`src/rtl/synth_seq_pkg.sv`:
```
// synth_seq_pkg: shared widths, FSM states and rest encoding for the note sequencer
package synth_seq_pkg;
  localparam int DEPTH   = 16;
  localparam int AW      = 4;
  localparam int DIV_W   = 16;
  localparam int DUR_W   = 4;
  localparam int TEMPO_W = 24;
  localparam logic [DIV_W-1:0] REST_NOTE = '0;
  typedef enum logic [1:0] {IDLE, FETCH, PLAY} state_e;
endpackage

```
`src/rtl/note_sequencer_if.sv`:
```
// note_sequencer_if: control, pattern-write and tone-output bundle of the note sequencer
interface note_sequencer_if;
  import synth_seq_pkg::*;
  logic [TEMPO_W-1:0] tempo_div;
  logic               wr_en;
  logic [AW-1:0]      wr_addr;
  logic [DIV_W-1:0]   wr_note;
  logic [DUR_W-1:0]   wr_dur;
  logic               start;
  logic               stop;
  logic               loop_en;
  logic               gap_en;
  logic [AW-1:0]      last_addr;
  logic [DIV_W-1:0]   div_out;
  logic               tone_en;
  logic               busy;
  logic [AW-1:0]      step_idx;
  logic               done;
  modport master (
    output tempo_div, wr_en, wr_addr, wr_note, wr_dur, start, stop, loop_en, gap_en, last_addr,
    input  div_out, tone_en, busy, step_idx, done
  );
  modport slave (
    input  tempo_div, wr_en, wr_addr, wr_note, wr_dur, start, stop, loop_en, gap_en, last_addr,
    output div_out, tone_en, busy, step_idx, done
  );
endinterface

```
`src/rtl/tick_gen.sv`:
```
// tick_gen: programmable clocks-per-tick divider with clear and enable
module tick_gen #(
  parameter int W = 24
) (
  input  logic         clk,
  input  logic         rst,
  input  logic         clr_i,
  input  logic         en_i,
  input  logic [W-1:0] div_i,
  output logic         tick_o
);
  logic [W-1:0] cnt_q, cnt_d, term_q, term_d, term_new;
  // Terminal count is latched at clear and at each wrap, so divisor changes land on the next wrap
  assign term_new = (div_i == '0) ? '0 : div_i - 1'b1;
  assign tick_o   = en_i && (cnt_q == term_q);
  always_comb begin
    cnt_d  = clr_i ? '0 : tick_o ? '0 : en_i ? cnt_q + 1'b1 : cnt_q;
    term_d = (clr_i || tick_o) ? term_new : term_q;
  end
  always_ff @(posedge clk or negedge rst) begin
    if (!rst) begin
      cnt_q  <= '0;
      term_q <= '0;
    end else begin
      cnt_q  <= cnt_d;
      term_q <= term_d;
    end
  end
endmodule

```
`src/rtl/note_sequencer.sv`:
```
// note_sequencer: plays a stored (divisor, duration) pattern into the tone generator at a programmable tempo
module note_sequencer #(
  parameter int DEPTH   = synth_seq_pkg::DEPTH,
  parameter int AW      = synth_seq_pkg::AW,
  parameter int DIV_W   = synth_seq_pkg::DIV_W,
  parameter int DUR_W   = synth_seq_pkg::DUR_W,
  parameter int TEMPO_W = synth_seq_pkg::TEMPO_W
) (
  input logic              clk,
  input logic              rst,
  note_sequencer_if.slave  bus
);
  import synth_seq_pkg::*;
  state_e           state_q, state_d;
  logic [DIV_W-1:0] note_mem [DEPTH];
  logic [DUR_W-1:0] dur_mem  [DEPTH];
  logic [AW-1:0]    step_q, step_d, last_q, last_d;
  logic [DUR_W-1:0] rem_q, rem_d;
  logic [DIV_W-1:0] div_q, div_d;
  logic             tone_q, tone_d, busy_q, busy_d, done_q, done_d;
  logic             tick;
  always_ff @(posedge clk) begin
    if (bus.wr_en) begin
      note_mem[bus.wr_addr] <= bus.wr_note;
      dur_mem[bus.wr_addr]  <= bus.wr_dur;
    end
  end
  tick_gen #(.W(TEMPO_W)) u_tick (
    .clk    (clk),
    .rst    (rst),
    .clr_i  (state_q == FETCH),
    .en_i   (state_q == PLAY),
    .div_i  (bus.tempo_div),
    .tick_o (tick)
  );
  always_comb begin
    state_d = state_q;
    step_d  = step_q;
    last_d  = last_q;
    rem_d   = rem_q;
    div_d   = div_q;
    tone_d  = tone_q;
    busy_d  = busy_q;
    done_d  = 1'b0;
    if (state_q != IDLE && bus.stop) begin
      state_d = IDLE;
      tone_d  = 1'b0;
      busy_d  = 1'b0;
    end else begin
      case (state_q)
        IDLE: if (bus.start && !bus.stop) begin
          last_d  = bus.last_addr;
          step_d  = '0;
          busy_d  = 1'b1;
          state_d = FETCH;
        end
        FETCH: begin
          div_d   = note_mem[step_q];
          tone_d  = note_mem[step_q] != REST_NOTE;
          rem_d   = dur_mem[step_q];
          state_d = PLAY;
        end
        PLAY: if (tick) begin
          if (rem_q == '0) begin
            if (step_q != last_q) begin
              step_d  = step_q + 1'b1;
              state_d = FETCH;
            end else if (bus.loop_en) begin
              step_d  = '0;
              state_d = FETCH;
            end else begin
              state_d = IDLE;
              tone_d  = 1'b0;
              busy_d  = 1'b0;
              done_d  = 1'b1;
            end
          end else begin
            rem_d = rem_q - 1'b1;
            // Entering the last tick of a multi-tick note: articulation gap
            if (bus.gap_en && rem_q == DUR_W'(1)) tone_d = 1'b0;
          end
        end
        default: state_d = IDLE;
      endcase
    end
  end
  always_ff @(posedge clk or negedge rst) begin
    if (!rst) begin
      state_q <= IDLE;
      step_q  <= '0;
      last_q  <= '0;
      rem_q   <= '0;
      div_q   <= '0;
      tone_q  <= 1'b0;
      busy_q  <= 1'b0;
      done_q  <= 1'b0;
    end else begin
      state_q <= state_d;
      step_q  <= step_d;
      last_q  <= last_d;
      rem_q   <= rem_d;
      div_q   <= div_d;
      tone_q  <= tone_d;
      busy_q  <= busy_d;
      done_q  <= done_d;
    end
  end
  assign bus.div_out  = div_q;
  assign bus.tone_en  = tone_q;
  assign bus.busy     = busy_q;
  assign bus.step_idx = step_q;
  assign bus.done     = done_q;
endmodule

```
`src/flat_wrapper.sv`:
```
// flat-port wrapper written by rule: the top's interface ports become plain ports
module note_sequencer_flat import synth_seq_pkg::*;
#(
  parameter int DEPTH   = synth_seq_pkg::DEPTH,
  parameter int AW      = synth_seq_pkg::AW,
  parameter int DIV_W   = synth_seq_pkg::DIV_W,
  parameter int DUR_W   = synth_seq_pkg::DUR_W,
  parameter int TEMPO_W = synth_seq_pkg::TEMPO_W
)
  (clk, rst, bus_tempo_div, bus_wr_en, bus_wr_addr, bus_wr_note, bus_wr_dur, bus_start, bus_stop, bus_loop_en, bus_gap_en, bus_last_addr, bus_div_out, bus_tone_en, bus_busy, bus_step_idx, bus_done);
  note_sequencer_if bus_i ();
  input logic clk;
  input logic rst;
  input wire logic [$bits(bus_i.tempo_div)-1:0] bus_tempo_div;
  input wire logic [$bits(bus_i.wr_en)-1:0] bus_wr_en;
  input wire logic [$bits(bus_i.wr_addr)-1:0] bus_wr_addr;
  input wire logic [$bits(bus_i.wr_note)-1:0] bus_wr_note;
  input wire logic [$bits(bus_i.wr_dur)-1:0] bus_wr_dur;
  input wire logic [$bits(bus_i.start)-1:0] bus_start;
  input wire logic [$bits(bus_i.stop)-1:0] bus_stop;
  input wire logic [$bits(bus_i.loop_en)-1:0] bus_loop_en;
  input wire logic [$bits(bus_i.gap_en)-1:0] bus_gap_en;
  input wire logic [$bits(bus_i.last_addr)-1:0] bus_last_addr;
  output wire logic [$bits(bus_i.div_out)-1:0] bus_div_out;
  output wire logic [$bits(bus_i.tone_en)-1:0] bus_tone_en;
  output wire logic [$bits(bus_i.busy)-1:0] bus_busy;
  output wire logic [$bits(bus_i.step_idx)-1:0] bus_step_idx;
  output wire logic [$bits(bus_i.done)-1:0] bus_done;
  assign bus_i.tempo_div = bus_tempo_div;
  assign bus_i.wr_en = bus_wr_en;
  assign bus_i.wr_addr = bus_wr_addr;
  assign bus_i.wr_note = bus_wr_note;
  assign bus_i.wr_dur = bus_wr_dur;
  assign bus_i.start = bus_start;
  assign bus_i.stop = bus_stop;
  assign bus_i.loop_en = bus_loop_en;
  assign bus_i.gap_en = bus_gap_en;
  assign bus_i.last_addr = bus_last_addr;
  assign bus_div_out = bus_i.div_out;
  assign bus_tone_en = bus_i.tone_en;
  assign bus_busy = bus_i.busy;
  assign bus_step_idx = bus_i.step_idx;
  assign bus_done = bus_i.done;
  note_sequencer #(.DEPTH(DEPTH), .AW(AW), .DIV_W(DIV_W), .DUR_W(DUR_W), .TEMPO_W(TEMPO_W)) u_core (.clk(clk), .rst(rst), .bus(bus_i));
endmodule
```
`config.mk`:
```
export PLATFORM = sky130hd
export DESIGN_NAME = note_sequencer_flat
export DESIGN_NICKNAME = d
export VERILOG_FILES = /design/src/rtl/synth_seq_pkg.sv /design/src/rtl/note_sequencer_if.sv /design/src/rtl/tick_gen.sv /design/src/rtl/note_sequencer.sv /design/src/flat_wrapper.sv
export SDC_FILE = /design/constraint.sdc
export NUM_CORES = 1
export LEC_CHECK = 0
export CORE_UTILIZATION = 45
export DETAILED_ROUTE_END_ITERATION = 12
export PLACE_DENSITY = 0.65
export SLEW_MARGIN = 20
export SYNTH_ARGS = -nofsm -noshare
export SYNTH_HDL_FRONTEND = slang
export SYNTH_SLANG_ARGS = --single-unit
```
`constraint.sdc`:
```
create_clock -name clk -period 4.5 [get_ports clk]
set_clock_uncertainty 0.05 [all_clocks]
set_input_delay 0.9 -clock clk [delete_from_list [all_inputs] [get_ports clk]]
set_output_delay 0.9 -clock clk [all_outputs]
set_load 0.02 [all_outputs]
```
==> results by group, run 1 <==
Logic synthesis
  – Cell count after synthesis: 1010
  – Compound-Gate Fraction of Synth Area: 5.47%
  – Syn_nets: 1080
  – Synth cell types: 54
  – Synth Area per Inst: 16.5 µm²
  – Combinational family with the most area after synthesis: multiplexers
  – Sequential share of the synthesized area: 69.8%
  – Post-Syn Area: 16700 µm²
  – Synth Area in Adders: 0.825%
  – #FFs+latches synth: 401
  – Synth Area in Simple Gates: 6.34%
  – Top FF cell, synth: edfxtp_1
  – Synth Area in XOR/XNOR: 3.31%
  – EDFF count, synth: 320
  – YS warnings: 0
  – Post-synthesis mux area share: 12.6%
  – Post-synth ARST share: 20.2%

Route
  – DR iter-0 viols: 727
  – Via Count: 9311
  – WL final: 37600 µm
  – DR DRC count: 0
  – Post-route ant nets: 0
  – Pre-antenna DRT Iters: 5
  – Wire per inst: 23.3 µm
  – Via-to-Cell Ratio: 5.76

Clocking
  – Post-CTS setup buffers: 0
  – Reg clk slew, reported paths: 0.06 ns
  – Clock latency at the later pin of the worst-skew pair: 0.54 ns
  – Max clock buf depth: 3
  – CTS H-tree lvls: 2
  – TritonCTS Buffers: 42
  – CTS Sinks: 401
  – Clock Root Buffer: clkbuf_16
  – Post-CTS resize count: 0
  – Count of hold-fix buffers inserted at cts: 0
  – CTS tree: yes

Timing
  – Period utilization: 74.7%
  – WHS: 0.439 ns
  – RSZ-0062 raised after global routing: no
  – Fin. Hold Viols: 0
  – Final worst path period need: 3.36 ns
  – Worst slew pin tran: 1.02 ns
  – Slew headroom: 31.8%
  – Max frequency: 0.297 GHz
  – Max-slew violations: 0
  – Setup TNS: 0 ns
  – Setup Viol. Count Final: 0

Hold path
  – Hold Crit Class: in2async

Power
  – Sw frac: 27.4%
  – Int Power: 7.18 mW
  – Gate power share: 19.6%
  – Reg power frac: 46.6%
  – Clock share of power: 33.9%
  – PwrDens: 508 nW/µm²
  – VDD IR max: 0.000351 V
  – Leakage: 6.58 nW
  – Sw power: 2.71 mW

Die
  – Row cnt: 70
  – Die width: 195 µm
  – Top Ports: 82
  – Die extent in y: 195 µm
  – Starting Density: 45.7%
  – Die Area: 37800 µm²
  – Core area: 36500 µm²

Placed design
  – Gpl congestion: 0.768
  – Input/output buffers: 81
  – DP HPWL: 22900 µm

Final layout
  – FILL cells: 2910
  – ANT cells: 0
  – Final #Nets: 1190
  – P&R area growth vs syn: 16.7%
  – Fraction of layout cells with a size suffix above 1: 16.9%

Critical path
  – CP Launch Type: flop
  – CP Max Fanout: 23
  – Worst EP arrival: 2.41 ns
  – CP Class: reg2out
  – WP data required: 3.55 ns
  – FF-to-FF setup slack: 1.30 ns
  – Critical Path End Type: output port

Job
  – Max-Cap Viols: 0

GRT
  – Gr usage total: 20.2%
  – Global route overflow: 0
  – Initial antenna violation count: 0
  – Largest net degree at the start of global routing: 66
  – Vias in the first global route: 9509
  – First-pass GRT wire length: 57600 µm

Outcome
  – Status: finished clean
## routing by layer
metal	vias up	share of wire [%]	global-route usage, %
met5	-	0	0
met4	0	2.0	5.14
met3	53	6.1	3.33
met2	291	47	32.2
met1	4789	45	29.1
li1	4178	-	-
## critical path: stages (launching register included)
cell and delay [ns]:
dfrtp_2 0.75, buf_4 0.41, clkdlybuf4s50_1 0.70
## power groups by stage
| stage | Sequential (mW) | Combinational [mW] | Clock [mW] |
|---|---|---|---|
| 2_1_floorplan | 4.67 | 1.24 | 0 |
| 3_3_place_gp | 4.68 | 1.91 | 0 |
| 3_5_place_dp | 4.69 | 1.94 | 0 |
| 4_1_cts | 4.61 | 1.95 | 3.41 |
| 5_1_grt | 4.65 | 2.12 | 3.56 |
| 6_report | 4.61 | 1.94 | 3.35 |
## worst paths after layout
| check | endpoint | startpoint | cells past startpoint |
|---|---|---|---|
| max in group asynchronous | u_core.bus.div_out[4] | rst | 2 |
| hold reg to reg | u_core.bus.div_out[5] | u_core.bus.div_out[5] | 1 |
| min in group clk | u_core.bus.div_out[5] | u_core.bus.div_out[5] | 1 |
| setup reg to reg | u_core.bus.tone_en | u_core.bus.step_idx[1] | 7 |
| setup / recovery | bus_step_idx[1] | u_core.bus.step_idx[1] | 2 |
| hold / removal | u_core.u_tick.cnt_q[12] | rst | 1 |
## metrics by stage
step	cells	worst slack, ns	cell area, µm²	total power [mW]	util (%)
global placement	1544	1.14	18100	6.59	49.7
global route	1616	1.06	19500	10.3	53.3
finish	1616	1.14	19500	9.89	53.3
detailed placement	1544	1.12	18100	6.63	49.7
floorplan	1010	1.21	16700	5.91	-
CTS	1616	1.11	19500	9.98	53.3
## cell families (layout without fill, tap and decap cells)
family	Yosys count	after routing
flops	401	401
simple gates	206	206
compound gates	139	139
mux	131	131
xor+xnor	63	63
buf+inv	59	197
fa+ha+maj	11	11
## cell usage in the layout, fill, tap and decap left out, types with 4 or more instances in the layout
cell type	netlist	layout
ha_1	11	11
nor3_1	15	11
xor2_1	36	36
a21o_1	10	10
nand3_1	9	9
a221oi_1	24	24
a21oi_1	17	17
clkbuf_1	21	12
inv_1	14	14
xnor2_1	27	27
nand3b_1	4	4
mux4_2	58	58
nand2b_1	7	7
mux2_2	21	21
o31ai_1	7	7
nor3_2	0	4
clkinv_1	1	6
nand4_1	5	5
clkdlybuf4s50_1	0	80
mux2i_1	50	50
edfxtp_1	320	320
nor4b_2	5	5
clkinv_2	0	5
o21ai_0	53	52
or4_1	4	4
buf_4	8	28
nor4_1	17	17
nand2_1	64	64
or3_1	10	10
a22oi_1	12	12
nor2_1	44	32
nor2_2	1	13
clkbuf_16	0	45
dfrtp_1	81	79
nor2b_1	5	4
## synth_stat cells, drive strengths merged (12+ instances only)
| library cell | instances | share of area, % |
|---|---|---|
| edfxtp | 320 | 58 |
| mux2i | 50 | 3.0 |
| a21oi | 17 | 0.51 |
| mux4 | 60 | 8.1 |
| nor2 | 45 | 1.0 |
| nand2 | 64 | 1.4 |
| nor4 | 17 | 0.64 |
| buf | 23 | 0.90 |
| o21ai | 53 | 1.6 |
| clkbuf | 21 | 0.47 |
| nor3 | 15 | 0.45 |
| mux2 | 21 | 1.4 |
| xor2 | 36 | 1.9 |
| dfrtp | 81 | 12 |
| a221oi | 24 | 1.3 |
| a22oi | 12 | 0.54 |
| xnor2 | 27 | 1.4 |
| inv | 14 | 0.32 |
## sequential cells by signal, indices dropped and copies added (netlist names)
register and flops:
u_core.bus.step_idx 4, u_core.bus.busy 1, u_core.u_tick.cnt_q 24, u_core.note_mem 256, u_core.rem_q 4, u_core.bus.tone_en 1
u_core.last_q 4, u_core.u_tick.term_q 24, u_core.bus.div_out 16, u_core.state_q 2, u_core.dur_mem 64, u_core.bus.done 1
## final cells by class
| cell class | instances | area, µm² | share of cell area (%) |
|---|---|---|---|
| inverters | 15 | 56.3 | 0.289 |
| flip-flops and latches | 401 | 11600 | 59.8 |
| well taps | 468 | 586 | 3.01 |
| multi-input cells | 550 | 4810 | 24.7 |
| clock inverters | 15 | 150 | 0.771 |
| repair buffers | 110 | 1050 | 5.40 |
| clock buffers | 57 | 1170 | 6.02 |
No activity file was read; power rests on OpenSTA's default activity.
==> inputs of run 2 (changes only) <==
==> constraint.sdc (replaced) <==
create_clock -name clk -period 3.3 [get_ports clk]
set_clock_uncertainty 0.05 [all_clocks]
set_input_delay 0.66 -clock clk [delete_from_list [all_inputs] [get_ports clk]]
set_output_delay 0.66 -clock clk [all_outputs]
set_load 0.02 [all_outputs]
==> run 2 against run 1 <==
Compared with the run above: final area grew 0.88%; via count increased by 0.14%; non-clock buffer count is 21 higher; combinational power increased by 39%; sequential share of layout area down 0.52 points; total power rose by 35%; first-iteration DRC count decreased by 7.3%; utilization up 0.47 points; clock-buffer cell count is 3 lower; clock power is 32% higher; cell count up 1.4%.
==> results by group, run 2 (synthesis gave the netlist of run 1 again) <==
Die
  – Row cnt: 70 (unchanged)
  – Top Ports: 82 (unchanged)
  – Starting Density: 45.7% (unchanged)
  – Die extent in y: 195 µm (unchanged)
  – Core area: 36500 µm² (unchanged)
  – Die Area: 37800 µm² (unchanged)
  – Die width: 195 µm (unchanged)

Critical path
  – CP Max Fanout: 23 (unchanged)
  – FF-to-FF setup slack: 0.46 ns (was 1.30 ns)
  – Critical Path, Cell by Cell: buf_4, clkdlybuf4s50_1 (unchanged)
  – Worst EP arrival: 2.16 ns (was 2.41 ns)
  – CP max stage cell: dfrtp_4 (was dfrtp_2)
  – Critical Path End Type: output port (unchanged)
  – CP peak stage delay: 0.72 ns (was 0.75 ns)
  – Largest delay contributor family on the critical path: buffers and inverters (unchanged)
  – CP Class: reg2out (unchanged)
  – Buf+Inv Stages, Crit Path: 2 (unchanged)
  – CP Launch Type: flop (unchanged)
  – WP data required: 2.59 ns (was 3.55 ns)

Timing
  – Setup TNS: 0 ns (unchanged)
  – Fin. Hold Viols: 0 (unchanged)
  – RSZ-0062 raised after global routing: no (unchanged)
  – WHS: 0.166 ns (was 0.439 ns)
  – Slew headroom: 47.8% (was 31.8%)
  – Max frequency: 0.348 GHz
  – Worst slew pin tran: 0.782 ns (was 1.02 ns)
  – Setup Viol. Count Final: 0 (unchanged)
  – Max-slew violations: 0 (unchanged)
  – Period utilization: 87.0%
  – Final worst path period need: 2.87 ns

Power
  – Leakage: 6.69 nW (was 6.58 nW)
  – Total Power: 13.4 mW (was 9.89 mW)
  – VDD IR max: 0.000489 V (was 0.000351 V)
  – PwrDens: 682 nW/µm² (was 508 nW/µm²)

Clocking
  – Max clock buf depth: 3 (unchanged)
  – Clock Root Buffer: clkbuf_16 (unchanged)
  – Reg clk slew, reported paths: 0.06 ns (about the same)
  – CTS Sinks: 401 (unchanged)
  – CTS H-tree lvls: 2 (unchanged)
  – Clock latency at the later pin of the worst-skew pair: 0.54 ns (about the same)
  – Count of hold-fix buffers inserted at cts: 0 (unchanged)
  – Post-CTS setup buffers: 0 (unchanged)
  – TritonCTS Buffers: 40 (was 42)
  – Post-CTS resize count: 0 (unchanged)
  – CTS tree: yes (unchanged)

GRT
  – Initial antenna violation count: 1 (was 0)
  – Gr usage total: 20.2% (about the same)
  – Largest net degree at the start of global routing: 53 (was 66)
  – Vias in the first global route: 9549 (was 9509)
  – First-pass GRT wire length: 57400 µm (was 57600 µm)
  – Global route overflow: 0 (unchanged)

Final layout
  – Largest register by flop count: u_core.note_mem (unchanged)
  – Fraction of layout cells with a size suffix above 1: 19.0% (was 16.9%)
  – Largest register FFs: 256 (unchanged)
  – FILL cells: 2886 (was 2910)
  – P&R area growth vs syn: 17.8% (was 16.7%)
  – Most common cell after layout, fill and taps aside: edfxtp_1 (unchanged)
  – Final #Nets: 1209 (was 1190)
  – Top Registers: u_core.note_mem: 256 flops, u_core.dur_mem: 64 flops (unchanged)
  – Most frequent cells in the layout: 320 x edfxtp_1, 80 x clkdlybuf4s50_1, 79 x dfrtp_1, 64 x nand2_1, 58 x mux4_2 (unchanged)
  – ANT cells: 0 (unchanged)

Route
  – Post-route ant nets: 0 (unchanged)
  – DR iter-0 viols: 674 (was 727)
  – Via Count: 9324 (was 9311)
  – DR DRC count: 0 (unchanged)
  – Wire per inst: 22.7 µm (was 23.3 µm)
  – Via-to-Cell Ratio: 5.69 (was 5.76)
  – Pre-antenna DRT Iters: 7 (was 5)
  – WL final: 37300 µm (was 37600 µm)

Placed design
  – Gpl congestion: 0.808 (was 0.768)
  – Input/output buffers: 81 (unchanged)
  – DP HPWL: 23200 µm (was 22900 µm)

Job
  – Max-Cap Viols: 0 (unchanged)

Outcome
  – Status: finished clean (unchanged)

Hold path
  – Hold Crit Class: in2async (unchanged)
==> run 2: cell count changes in the layout (fill, tap and decap cells not counted), sizes merged <==
cell	before	now
clkbuf	57	54
bufinv	3	2
clkinv	11	16
buf	30	51
==> run 2: worst paths after layout <==
kind / startpoint / end / depth (start not counted)
max in group asynchronous: rst / u_core.u_tick.term_q[2] / 2
hold / removal: rst / u_core.bus.div_out[1] / 1
setup reg to reg: u_core.bus.step_idx[0] / u_core.bus.tone_en / 8
setup / recovery: u_core.bus.step_idx[0] / bus_step_idx[0] / 2
hold reg to reg: u_core.bus.div_out[9] / u_core.bus.div_out[9] / 1
min in group clk: u_core.bus.div_out[9] / u_core.bus.div_out[9] / 1
==> run 2: cell type report <==
cell class,instances,area (µm²),area share (%)
Clock inverter,19,160,0.816
Tap cell,468,586,2.98
Inverter,15,56.3,0.287
Clock buffer,54,1120,5.72
Multi-Input combinational cell,550,4810,24.5
Timing Repair Buffer,131,1260,6.41
Sequential cell,401,11600,59.3
==> run 2: layer usage <==
| metal | track usage [%] | share of wire (%) |
|---|---|---|
| met1 | 29.1 | 44 |
| met2 | 32.5 | 48 |
| met3 | 3.19 | 6.3 |
| met4 | 4.20 | 1.3 |
| met5 | 0 | 0.038 |
==> run 2: where the power goes <==
group          switching, mW  leakage, nW  internal, mW  total [mW]
Combinational           1.46         2.14          1.24        2.70
Sequential             0.370         3.92          5.91        6.28
Clock                   1.86        0.635          2.55        4.41
Total                   3.69         6.69          9.70        13.4
==> run 2: worst register-to-register path, cell delays in order, from the launching register on <==
cell	delay, ns
dfrtp_4	0.72
buf_4	0.30
mux4_2	0.50
and2_1	0.16
a211oi_1	0.22
a21oi_1	0.11
or3_1	0.37
nor3_1	0.17
a31oi_1	0.11
==> run 2: through the flow <==
step	std cells	instance area [µm²]	worst slack [ns]	utilization, %
CTS	1638	19600	0.381	53.8
finish	1638	19600	0.430	53.8
global placement	1565	18400	0.439	50.3
detailed placement	1565	18400	0.432	50.3
global route	1638	19600	0.234	53.8
floorplan	1010	16700	0.254	-
